$ cat config.mk
export PLATFORM = sky130hd
export DESIGN_NAME = uidbufr_interconnect
export DESIGN_NICKNAME = d
export VERILOG_FILES = /design/src/rtl/uidbufr_interconnect_pkg.sv /design/src/rtl/uidbuf_rr_arb4.sv /design/src/rtl/uidbufr_interconnect.sv
export SDC_FILE = /design/constraint.sdc
export NUM_CORES = 1
export LEC_CHECK = 0
export ABC_AREA = 1
export BUFFER_PORTS_ARGS = -buffer_cell sky130_fd_sc_hd__buf_2
export CORE_AREA = 2 2 146 148
export CTS_CLUSTER_SIZE = 40
export DETAILED_ROUTE_END_ITERATION = 12
export DIE_AREA = 0 0 148 150
export PLACE_DENSITY = 0.5
export SETUP_SLACK_MARGIN = 0.5
export SYNTH_ARGS = -nofsm -noshare
export SYNTH_HDL_FRONTEND = slang
export SYNTH_SLANG_ARGS = --single-unit
$ cat constraint.sdc
create_clock -name ui_clk -period 3.2 [get_ports ui_clk]
set_input_delay 0.16 -clock ui_clk [delete_from_list [all_inputs] [get_ports ui_clk]]
set_output_delay 0.16 -clock ui_clk [all_outputs]
set_load 0.02 [all_outputs]
$ cat src/rtl/uidbufr_interconnect_pkg.sv
`default_nettype none
// ============================================================================
// Package : uidbufr_interconnect_pkg
// Shared FDMA interconnect constants and FSM encodings (read and write side).
// Revision: 1.0
// ============================================================================
package uidbufr_interconnect_pkg;

  localparam int NUM_CH   = 4;
  localparam int CH_IDX_W = 2;

  typedef enum logic [1:0] {
    S_IDLE = 2'd0,
    S_REQ  = 2'd1,
    S_BUSY = 2'd2,
    S_DONE = 2'd3
  } rd_state_t;

  localparam int WR_NUM_CH   = 4;
  localparam int WR_CH_IDX_W = 2;

  typedef enum logic [1:0] {
    W_IDLE = 2'd0,
    W_REQ  = 2'd1,
    W_BUSY = 2'd2,
    W_DONE = 2'd3
  } wr_state_t;

endpackage
`default_nettype wire

$ cat src/rtl/uidbuf_rr_arb4.sv
`default_nettype none
// ============================================================================
// Module  : uidbuf_rr_arb4
// Four-way round-robin arbiter; search starts at the channel after 'last'.
// Revision: 1.0
// ============================================================================
module uidbuf_rr_arb4
  import uidbufr_interconnect_pkg::*;
(
  input  logic [NUM_CH-1:0]   req,
  input  logic [CH_IDX_W-1:0] last,
  output logic [CH_IDX_W-1:0] gnt_idx,
  output logic                gnt_valid
);

  logic [CH_IDX_W-1:0] idx;

  // Scan farthest-first so the nearest requester after 'last' wins.
  always_comb begin
    gnt_idx   = '0;
    gnt_valid = 1'b0;
    idx       = '0;
    for (int k = NUM_CH; k >= 1; k--) begin
      idx = last + CH_IDX_W'(k);
      if (req[idx]) begin
        gnt_idx   = idx;
        gnt_valid = 1'b1;
      end
    end
  end

endmodule
`default_nettype wire

$ cat src/rtl/uidbufr_interconnect.sv
`default_nettype none
// ============================================================================
// Module  : uidbufr_interconnect
// Arbitrates four FDMA read requesters onto one FDMA read port, one burst at a time.
// Revision: 1.0
// ============================================================================
module uidbufr_interconnect
  import uidbufr_interconnect_pkg::*;
#(
  parameter int AXI_DATA_WIDTH = 32,
  parameter int AXI_ADDR_WIDTH = 23
)(
  input  logic                      ui_clk,
  input  logic                      ui_rst,

  input  logic [AXI_ADDR_WIDTH-1:0] fdma_raddr_1,
  input  logic                      fdma_rareq_1,
  input  logic [15:0]               fdma_rsize_1,
  output logic                      fdma_rbusy_1,
  output logic [AXI_DATA_WIDTH-1:0] fdma_rdata_1,
  output logic                      fdma_rvalid_1,

  input  logic [AXI_ADDR_WIDTH-1:0] fdma_raddr_2,
  input  logic                      fdma_rareq_2,
  input  logic [15:0]               fdma_rsize_2,
  output logic                      fdma_rbusy_2,
  output logic [AXI_DATA_WIDTH-1:0] fdma_rdata_2,
  output logic                      fdma_rvalid_2,

  input  logic [AXI_ADDR_WIDTH-1:0] fdma_raddr_3,
  input  logic                      fdma_rareq_3,
  input  logic [15:0]               fdma_rsize_3,
  output logic                      fdma_rbusy_3,
  output logic [AXI_DATA_WIDTH-1:0] fdma_rdata_3,
  output logic                      fdma_rvalid_3,

  input  logic [AXI_ADDR_WIDTH-1:0] fdma_raddr_4,
  input  logic                      fdma_rareq_4,
  input  logic [15:0]               fdma_rsize_4,
  output logic                      fdma_rbusy_4,
  output logic [AXI_DATA_WIDTH-1:0] fdma_rdata_4,
  output logic                      fdma_rvalid_4,

  output logic [AXI_ADDR_WIDTH-1:0] fdma_raddr,
  output logic                      fdma_rareq,
  output logic [15:0]               fdma_rsize,
  input  logic                      fdma_rbusy,
  input  logic [AXI_DATA_WIDTH-1:0] fdma_rdata,
  input  logic                      fdma_rvalid
);

  rd_state_t                 state, state_nxt;
  logic [CH_IDX_W-1:0]       rr_ptr, gnt_idx, arb_idx;
  logic                      arb_valid, grant, in_burst;
  logic [AXI_ADDR_WIDTH-1:0] raddr_ch [NUM_CH];
  logic [15:0]               rsize_ch [NUM_CH];
  logic [NUM_CH-1:0]         rareq_ch, rbusy_ch, rvalid_ch;
  logic [AXI_ADDR_WIDTH-1:0] raddr_q;
  logic [15:0]               rsize_q;
  logic                      rareq_q;

  assign raddr_ch[0] = fdma_raddr_1;
  assign raddr_ch[1] = fdma_raddr_2;
  assign raddr_ch[2] = fdma_raddr_3;
  assign raddr_ch[3] = fdma_raddr_4;
  assign rsize_ch[0] = fdma_rsize_1;
  assign rsize_ch[1] = fdma_rsize_2;
  assign rsize_ch[2] = fdma_rsize_3;
  assign rsize_ch[3] = fdma_rsize_4;
  assign rareq_ch    = {fdma_rareq_4, fdma_rareq_3, fdma_rareq_2, fdma_rareq_1};

  uidbuf_rr_arb4 u_arb (
    .req       (rareq_ch),
    .last      (rr_ptr),
    .gnt_idx   (arb_idx),
    .gnt_valid (arb_valid)
  );

  // The controller must be idle too, so a burst abandoned by reset drains first.
  assign grant = (state == S_IDLE) && !fdma_rbusy && arb_valid;

  always_ff @(posedge ui_clk or posedge ui_rst) begin
    if (ui_rst) state <= S_IDLE;
    else        state <= state_nxt;
  end

  always_comb begin
    state_nxt = state;
    case (state)
      S_IDLE: if (grant)       state_nxt = S_REQ;
      S_REQ:  if (fdma_rbusy)  state_nxt = S_BUSY;
      S_BUSY: if (!fdma_rbusy) state_nxt = S_DONE;
      S_DONE:                  state_nxt = S_IDLE;
    endcase
  end

  always_ff @(posedge ui_clk or posedge ui_rst) begin
    if (ui_rst) begin
      rr_ptr  <= CH_IDX_W'(NUM_CH - 1);
      gnt_idx <= '0;
      raddr_q <= '0;
      rsize_q <= '0;
      rareq_q <= 1'b0;
    end else begin
      if (grant) begin
        gnt_idx <= arb_idx;
        raddr_q <= raddr_ch[arb_idx];
        rsize_q <= rsize_ch[arb_idx];
        rareq_q <= 1'b1;
      end else if ((state == S_REQ) && fdma_rbusy) begin
        rareq_q <= 1'b0;
      end
      if (state == S_DONE) rr_ptr <= gnt_idx;
    end
  end

  assign in_burst = (state == S_REQ) || (state == S_BUSY);

  for (genvar g = 0; g < NUM_CH; g++) begin : g_ch
    assign rbusy_ch[g]  = in_burst && (gnt_idx == CH_IDX_W'(g));
    assign rvalid_ch[g] = (state == S_BUSY) && fdma_rvalid && (gnt_idx == CH_IDX_W'(g));
  end

  assign fdma_raddr    = raddr_q;
  assign fdma_rsize    = rsize_q;
  assign fdma_rareq    = rareq_q;

  assign fdma_rbusy_1  = rbusy_ch[0];
  assign fdma_rbusy_2  = rbusy_ch[1];
  assign fdma_rbusy_3  = rbusy_ch[2];
  assign fdma_rbusy_4  = rbusy_ch[3];
  assign fdma_rvalid_1 = rvalid_ch[0];
  assign fdma_rvalid_2 = rvalid_ch[1];
  assign fdma_rvalid_3 = rvalid_ch[2];
  assign fdma_rvalid_4 = rvalid_ch[3];
  assign fdma_rdata_1  = fdma_rdata;
  assign fdma_rdata_2  = fdma_rdata;
  assign fdma_rdata_3  = fdma_rdata;
  assign fdma_rdata_4  = fdma_rdata;

endmodule
`default_nettype wire
==> load_flow_metrics.sql, run 1 <==
INSERT INTO impl_metrics (metric_group, metric, value, unit) VALUES
('logic_synthesis', 'synth_top_cells_by_area', 'dfrtp_1, buf_4, nand2_1', ''),
('pwr', 'power_report.internal_total', '2.62', 'mW'),
('timing', 'final_max_slew_viol_count', '0', ''),
('pwr', 'p_switching', '3.43', 'mW'),
('logic_synthesis', 'synth_async_sr_flop_share', '100', '%'),
('placement', 'routabilityCongestion', '0.771', ''),
('pwr', 'proportion_of_power_drawn_by_flip_flops_and_latches', '17.4', '%'),
('routing', 'drtPass1Iterations', '4', ''),
('clock_tree', 'hold_buffers', '0', ''),
('timing', 'fin_ws', '775', 'ps'),
('layout', 'fill_cells', '2450', ''),
('placement', 'portBuffers', '211', ''),
('floorplanning', 'die_h', '150', 'um'),
('job', 'cap_viol_max_count', '0', ''),
('min_path', 'hp-class', 'in -> async', ''),
('clock_tree', 'cts_max_path_buffers', '2', ''),
('routing', 'post-route-drc-count', '0', ''),
('layout', 'area_delta_synth_final', '8.92', '%'),
('timing', 'setup_repair_after_global_routing_missed_its_margin', 'no', ''),
('pwr', 'p_leak', '3.63', 'nW'),
('critical_path', 'regToRegStartpoint', 'rr_ptr[0]', ''),
('critical_path', 'critical_path_class', 'reg -> reg', ''),
('critical_path', 'critical_path_endpoint_category', 'register', ''),
('floorplanning', 'floorplan.die_area', '22200', 'sq um'),
('logic_synthesis', 'synth_edf_count', '0', ''),
('critical_path', 'critical_path.most_common_cell', 'nand2_1', ''),
('timing', 'maxClockFrequency', '412', 'MHz'),
('logic_synthesis', 'synth.yosys.seq_area_share', '22.8', '%'),
('timing', 'final-hold-violation-count', '0', ''),
('logic_synthesis', 'ys_dominant_reg_cell', 'dfrtp_1', ''),
('layout', 'fin_area', '5500', 'sq um'),
('clock_tree', 'clock_tree_from_tritoncts', 'done', ''),
('logic_synthesis', 'largest_area_contributor_in_the_synthesized_netlist', 'dfrtp_1', ''),
('outcome', 'outcome', 'completed', ''),
('timing', 'post_route_clock_period_utilization', '75.8', '%'),
('logic_synthesis', 'yosys_warning_total', '0', ''),
('logic_synthesis', 'number_of_nets_produced_by_synthesis', '1051', ''),
('floorplanning', 'rows', '53', ''),
('floorplanning', 'fp.dieW', '148', 'um'),
('routing', 'wl_per_cell', '12.8', 'um'),
('floorplanning', 'initial_core_util', '24.4', '%'),
('pwr', 'power_density', '1100', 'nW/um^2'),
('global_routing', 'grt_pass1_vias', '4558', ''),
('critical_path', 'timing.reg2reg.worst_path_depth', '15', ''),
('logic_synthesis', 'postSynthAreaPerCell', '5.94', 'sq um'),
('pwr', 'ir_worst_vdd', '496', 'uV'),
('logic_synthesis', 'post_synthesis_cell_count', '850', ''),
('pwr', 'clockPowerShare', '9.0', '%'),
('timing', 'final.setup_skew', '4.37', 'ps'),
('clock_tree', 'cts_htree_levels', '2', ''),
('critical_path', 'worstReg2RegEnd', 'fdma_rsize[4]', ''),
('layout', 'final_core_util', '26.6', '%'),
('global_routing', 'global_route.overflow_total', '0', ''),
('critical_path', 'timing.critical_path.slowest_cell_delay', '640', 'ps'),
('pwr', 'switching_share', '56.7', '%'),
('timing', 'final.setup.tns', '0', 'ps'),
('floorplanning', 'ios', '372', ''),
('critical_path', 'critPathArrivalTime', '2660', 'ps'),
('critical_path', 'worstPathMaxFanout', '29', ''),
('routing', 'wirelength', '15100', 'um'),
('global_routing', 'largest_net_degree_at_the_start_of_global_routing', '79', ''),
('routing', 'vias', '4856', ''),
('timing', 'finalSetupViolations', '0', ''),
('routing', 'first_iter_violations', '251', ''),
('clock_tree', 'numClockSinks', '46', ''),
('logic_synthesis', 'yosys_top_cell_area_share', '21.8', '%'),
('timing', 'period_needed', '2420', 'ps'),
('critical_path', 'cp_cell_sequence', 'inv_6, nand2_1, nand3_1, nand2_1, inv_2, nand2_2, nand2_2, nand2_4, nand2_2, buf_12, nand2_1, nand3_1, nand2_1, nand2_1, nand2_1', ''),
('logic_synthesis', 'synth_seq_cells', '46', ''),
('timing', 'worst_slew_margin_rel', '28.8', '%'),
('routing', 'ant_nets', '0', '');
-- layout make-up --
class | count | area, sq um | share of cell area, %
Antenna cell | 1 | 2.50 | 0.0455
Clock buffer | 7 | 143 | 2.59
Clock inverter | 1 | 5.00 | 0.0910
Inverter | 174 | 658 | 12.0
Multi-Input combinational cell | 461 | 2060 | 37.4
Sequential cell | 46 | 1150 | 21.0
Tap cell | 275 | 344 | 6.26
Timing Repair Buffer | 218 | 1140 | 20.7
-- layer usage --
metal  GRT usage (%)  wire length, um
met3            2.84              946
met4            5.81              565
met2            23.0             7140
met1            15.4             6440
met5               0                0
-- worst max path at each step --
| stage | from | to | slack (ps) | depth (start not counted) |
|---|---|---|---|---|
| finish | rr_ptr[0] | fdma_rsize[4] | 780 | 15 |
| global route | rr_ptr[0] | fdma_raddr[15] | 530 | 12 |
| CTS | rr_ptr[0] | fdma_raddr[1] | 640 | 14 |
| detailed placement | rr_ptr[0] | fdma_raddr[1] | 640 | 14 |
| global placement | rr_ptr[0] | fdma_raddr[1] | 680 | 14 |
| floorplan | rr_ptr[0] | fdma_rsize[7] | 1370 | 16 |
-- state kept, by name, summed over array words and instances, names as in the netlist --
name	count
fdma_rareq	1
gnt_idx	2
rr_ptr	2
fdma_raddr	23
state	2
fdma_rsize	16
-- power by group through the flow --
stage	clock network (mW)	registers, mW	logic, mW
4_1_cts	0.576	1.06	4.54
6_report	0.547	1.05	4.45
3_3_place_gp	0	1.07	4.51
5_1_grt	0.606	1.10	5.04
2_1_floorplan	0	1.32	3.31
3_5_place_dp	0	1.06	4.54
-- synth_stat cells (2+ instances only) --
cell,number
nand2_2,4
buf_1,2
buf_4,134
nand3_1,159
dfrtp_1,44
dfstp_2,2
inv_1,170
nor3_1,9
nand2_1,268
inv_2,3
ha_1,5
clkbuf_1,11
buf_2,19
buf_6,3
nor2_1,2
o21ai_0,7
-- logic make-up after synthesis --
kind of cell,after synthesis,synth area share (%)
mux,1,0.198
compound gates,10,1.14
flops,46,22.8
simple gates,445,38.1
buf+inv,343,36.5
fa+ha+maj,5,1.24
-- what timing repair did --
item | CTS | global route
endpoints found under the setup margin | 0 | 12
gates resized for setup | 0 | 1
endpoints found under the hold margin | 0 | 0
setup buffers | 0 | 0
-- through the flow --
| stage | cells | power (mW) |
|---|---|---|
| floorplan | 850 | 4.63 |
| global placement | 1174 | 5.58 |
| detailed placement | 1174 | 5.60 |
| CTS | 1182 | 6.18 |
| global route | 1182 | 6.74 |
| finish | 1183 | 6.05 |
-- critical path, delay by kind of cell (launching register included) --
kind / cells / cell delay [ps]
simple gates: 12 / 1320
buf+inv: 3 / 390
flops: 1 / 640
-- placed cells by master, fill, tap and decap left out, types with 4 or more instances in the layout --
| cell | instances |
|---|---|
| inv_2 | 5 |
| o21ai_0 | 7 |
| inv_1 | 168 |
| nor3_1 | 9 |
| ha_1 | 5 |
| nand2_2 | 5 |
| dfrtp_1 | 44 |
| nand3_1 | 159 |
| clkbuf_16 | 5 |
| buf_2 | 211 |
| buf_4 | 4 |
| nand2_1 | 267 |
Power figures use the tool's default switching activity.
==> run 2, diff against run 1 <==
--- a/config.mk
+++ b/config.mk
@@ -7,11 +7,11 @@
 export LEC_CHECK = 0
 export ABC_AREA = 1
 export BUFFER_PORTS_ARGS = -buffer_cell sky130_fd_sc_hd__buf_2
-export CORE_AREA = 2 2 146 148
+export CORE_AREA = 2 2 145 147
 export CTS_CLUSTER_SIZE = 40
 export DETAILED_ROUTE_END_ITERATION = 12
-export DIE_AREA = 0 0 148 150
-export PLACE_DENSITY = 0.5
+export DIE_AREA = 0 0 147 149
+export PLACE_DENSITY = 0.53
 export SETUP_SLACK_MARGIN = 0.5
 export SYNTH_ARGS = -nofsm -noshare
 export SYNTH_HDL_FRONTEND = slang
==> constraint.sdc (replaced) <==
create_clock -name ui_clk -period 1.9 [get_ports ui_clk]
set_input_delay 0.095 -clock ui_clk [delete_from_list [all_inputs] [get_ports ui_clk]]
set_output_delay 0.095 -clock ui_clk [all_outputs]
set_load 0.02 [all_outputs]
==> load_flow_metrics.sql, run 2 (synthesis results as in run 1) <==
INSERT INTO impl_metrics (metric_group, metric, value, unit) VALUES
('critical_path', 'r2r_slack', '-130', 'ps'),
('critical_path', 'critPathArrivalTime', '2220', 'ps'),
('pwr', 'p_leak', '3.96', 'nW'),
('critical_path', 'critical_path_endpoint_category', 'register', ''),
('timing', 'worstMarginPinSlew', '549', 'ps'),
('timing', 'hold_worst_slack', '47.5', 'ps'),
('critical_path', 'cp_cell_sequence', 'inv_6, nand2_1, nand2_2, nand2_2, nand2_1, inv_2, nand3_4, nand2_8, clkbuf_16, nand2_1, nand3_1, nand2_1, nand2_1, nand2_1', ''),
('timing', 'post_route_clock_period_utilization', '107', '%'),
('placement', 'post-place-cells', '1186', ''),
('critical_path', 'cp.required', '2090', 'ps'),
('clock_tree', 'cts_htree_levels', '2', ''),
('timing', 'final_max_slew_viol_count', '0', ''),
('clock_tree', 'clockRootBuffer', 'clkbuf_16', ''),
('clock_tree', 'cts_inserted_buffers', '5', ''),
('timing', 'final.setup.tns', '-3760', 'ps'),
('critical_path', 'critical_path_class', 'reg -> reg', ''),
('timing', 'setup_repair_after_global_routing_missed_its_margin', 'yes', ''),
('job', 'cap_viol_max_count', '0', ''),
('timing', 'final.setup_skew', '4.64', 'ps'),
('timing', 'worst_slew_margin_rel', '63.3', '%'),
('floorplanning', 'initial_core_util', '24.6', '%'),
('floorplanning', 'rows', '53', ''),
('critical_path', 'timing.critical_path.slowest_cell_delay', '650', 'ps'),
('placement', 'detailedPlace.worstSlack', '-86.7', 'ps'),
('layout', 'fin_cells', '1217', ''),
('critical_path', 'timing.critical_path.buf_inv', '3', ''),
('routing', 'wl_per_cell', '13.6', 'um'),
('routing', 'drtPass1Iterations', '4', ''),
('global_routing', 'grt_pass1_vias', '4634', ''),
('layout', 'antennaDiodeCount', '0', ''),
('timing', 'finalSetupViolations', '39', ''),
('critical_path', 'timing.reg2reg.worst_path_depth', '14', ''),
('critical_path', 'worstReg2RegEnd', 'fdma_raddr[9]', ''),
('timing', 'period_needed', '2030', 'ps'),
('global_routing', 'largest_net_degree_at_the_start_of_global_routing', '43', ''),
('routing', 'avgViaCountPerCell', '4.23', ''),
('clock_tree', 'clock_latency', '300', 'ps'),
('clock_tree', 'clock_tree_from_tritoncts', 'done', ''),
('critical_path', 'regToRegStartpoint', 'rr_ptr[0]', ''),
('floorplanning', 'core_area', '20600', 'sq um'),
('routing', 'first_iter_violations', '266', ''),
('pwr', 'post_layout_power', '13.2', 'mW'),
('timing', 'final-hold-violation-count', '0', ''),
('floorplanning', 'ios', '372', ''),
('global_routing', 'number_of_antenna_violations_at_the_first_check_in_global_routing', '0', ''),
('critical_path', 'timing.critical_path.from_type', 'register', ''),
('layout', 'most_frequent_standard_cell_in_the_layout_excluding_fill_and_tap_cells', 'nand2_1', ''),
('critical_path', 'cp_slowest_cell', 'dfstp_2', ''),
('clock_tree', 'cts_max_path_buffers', '2', ''),
('min_path', 'min-delay-start', 'fdma_rbusy', ''),
('global_routing', 'groute.usage.overall', '12.9', '%'),
('placement', 'hpwl', '11100', 'um'),
('placement', 'routabilityCongestion', '0.772', ''),
('routing', 'ant_nets', '0', ''),
('min_path', 'hold-path-cell-count', '2', ''),
('placement', 'portBuffers', '211', ''),
('critical_path', 'critical_path.most_common_cell', 'nand2_1', ''),
('outcome', 'failed_checks', 'setup timing', ''),
('floorplanning', 'fp.dieW', '147', 'um'),
('routing', 'wirelength', '16600', 'um'),
('layout', 'area_delta_synth_final', '24.2', '%'),
('floorplanning', 'die_h', '149', 'um'),
('layout', 'layout-drive-gt1-share', '32.6', '%'),
('clock_tree', 'clkSlewWorstSetupHoldPaths', '70', 'ps'),
('timing', 'maxClockFrequency', '494', 'MHz'),
('layout', 'nets', '1142', ''),
('outcome', 'outcome', 'finished, violations left', ''),
('critical_path', 'worstPathMaxFanout', '8', ''),
('routing', 'vias', '5150', ''),
('layout', 'largest_register_ffs', '23', ''),
('routing', 'post-route-drc-count', '0', ''),
('critical_path', 'timing.critical_path.max_delay_family', 'simple AND/OR/NAND/NOR gates', ''),
('pwr', 'power_density', '2100', 'nW/um^2'),
('min_path', 'timing.hold.worst_endpoint', 'fdma_rareq', ''),
('global_routing', 'global_route.overflow_total', '0', ''),
('layout', 'layout.cells.most_common_list', 'nand2_1, buf_2, inv_1', ''),
('min_path', 'hp-class', 'in -> reg', ''),
('timing', 'fin_ws', '-126', 'ps'),
('global_routing', 'grt_pass1_wl', '22800', 'um'),
('clock_tree', 'numClockSinks', '46', ''),
('pwr', 'ir_worst_vdd', '772', 'uV'),
('floorplanning', 'floorplan.die_area', '21900', 'sq um');
[run 2: timing repair]
item / 4_1_cts / 5_1_grt
hold buffers: 1 / 0
setup endpoints to repair: 52 / 52
pin swaps: 3 / 8
gates resized for setup: 27 / 27
gates cloned: 0 / 12
setup buffers: 6 / 4
hold endpoints to repair: 22 / 0
[run 2: layout make-up]
class / count / area, sq um
fillers: 2311 / 14300
repair buffers: 252 / 1710
clock inverters: 2 / 37.5
clock buffers: 6 / 129
well taps: 275 / 344
flip-flops and latches: 46 / 1160
multi-input cells: 462 / 2230
inverters: 174 / 663
[run 2: where the power goes]
group | leakage, nW | internal (mW) | switching (mW)
Sequential | 0.567 | 1.48 | 0.325
Combinational | 3.31 | 4.27 | 6.07
Clock | 0.0771 | 0.623 | 0.429
[run 2: through the flow]
stage	area, sq um	utilization, %
after global placement	5560	27.1
final	6270	30.5
after floorplan	5100	-
after global routing	6270	30.5
after detailed placement	5560	27.1
after CTS	5890	28.6
[run 2: how the worst max path moves through the flow]
stage          cells after the start       from             end  slack (ps)
2_1_floorplan                     17  rr_ptr[0]  fdma_raddr[22]         110
3_3_place_gp                       8  rr_ptr[0]  fdma_raddr[14]         -40
3_5_place_dp                      14  rr_ptr[0]  fdma_rsize[14]         -90
4_1_cts                           14  rr_ptr[0]  fdma_rsize[14]        -100
5_1_grt                           14  rr_ptr[0]   fdma_raddr[9]        -260
6_report                          14  rr_ptr[0]   fdma_raddr[9]        -130
[run 2: per-layer routing]
metal / vias up / track usage, % / share of wire, %
met5: - / 0 / 0
met4: 0 / 6.01 / 2.7
met3: 54 / 2.57 / 5.4
met2: 166 / 22.3 / 48
met1: 2344 / 15.6 / 44
li1: 2586 / - / -
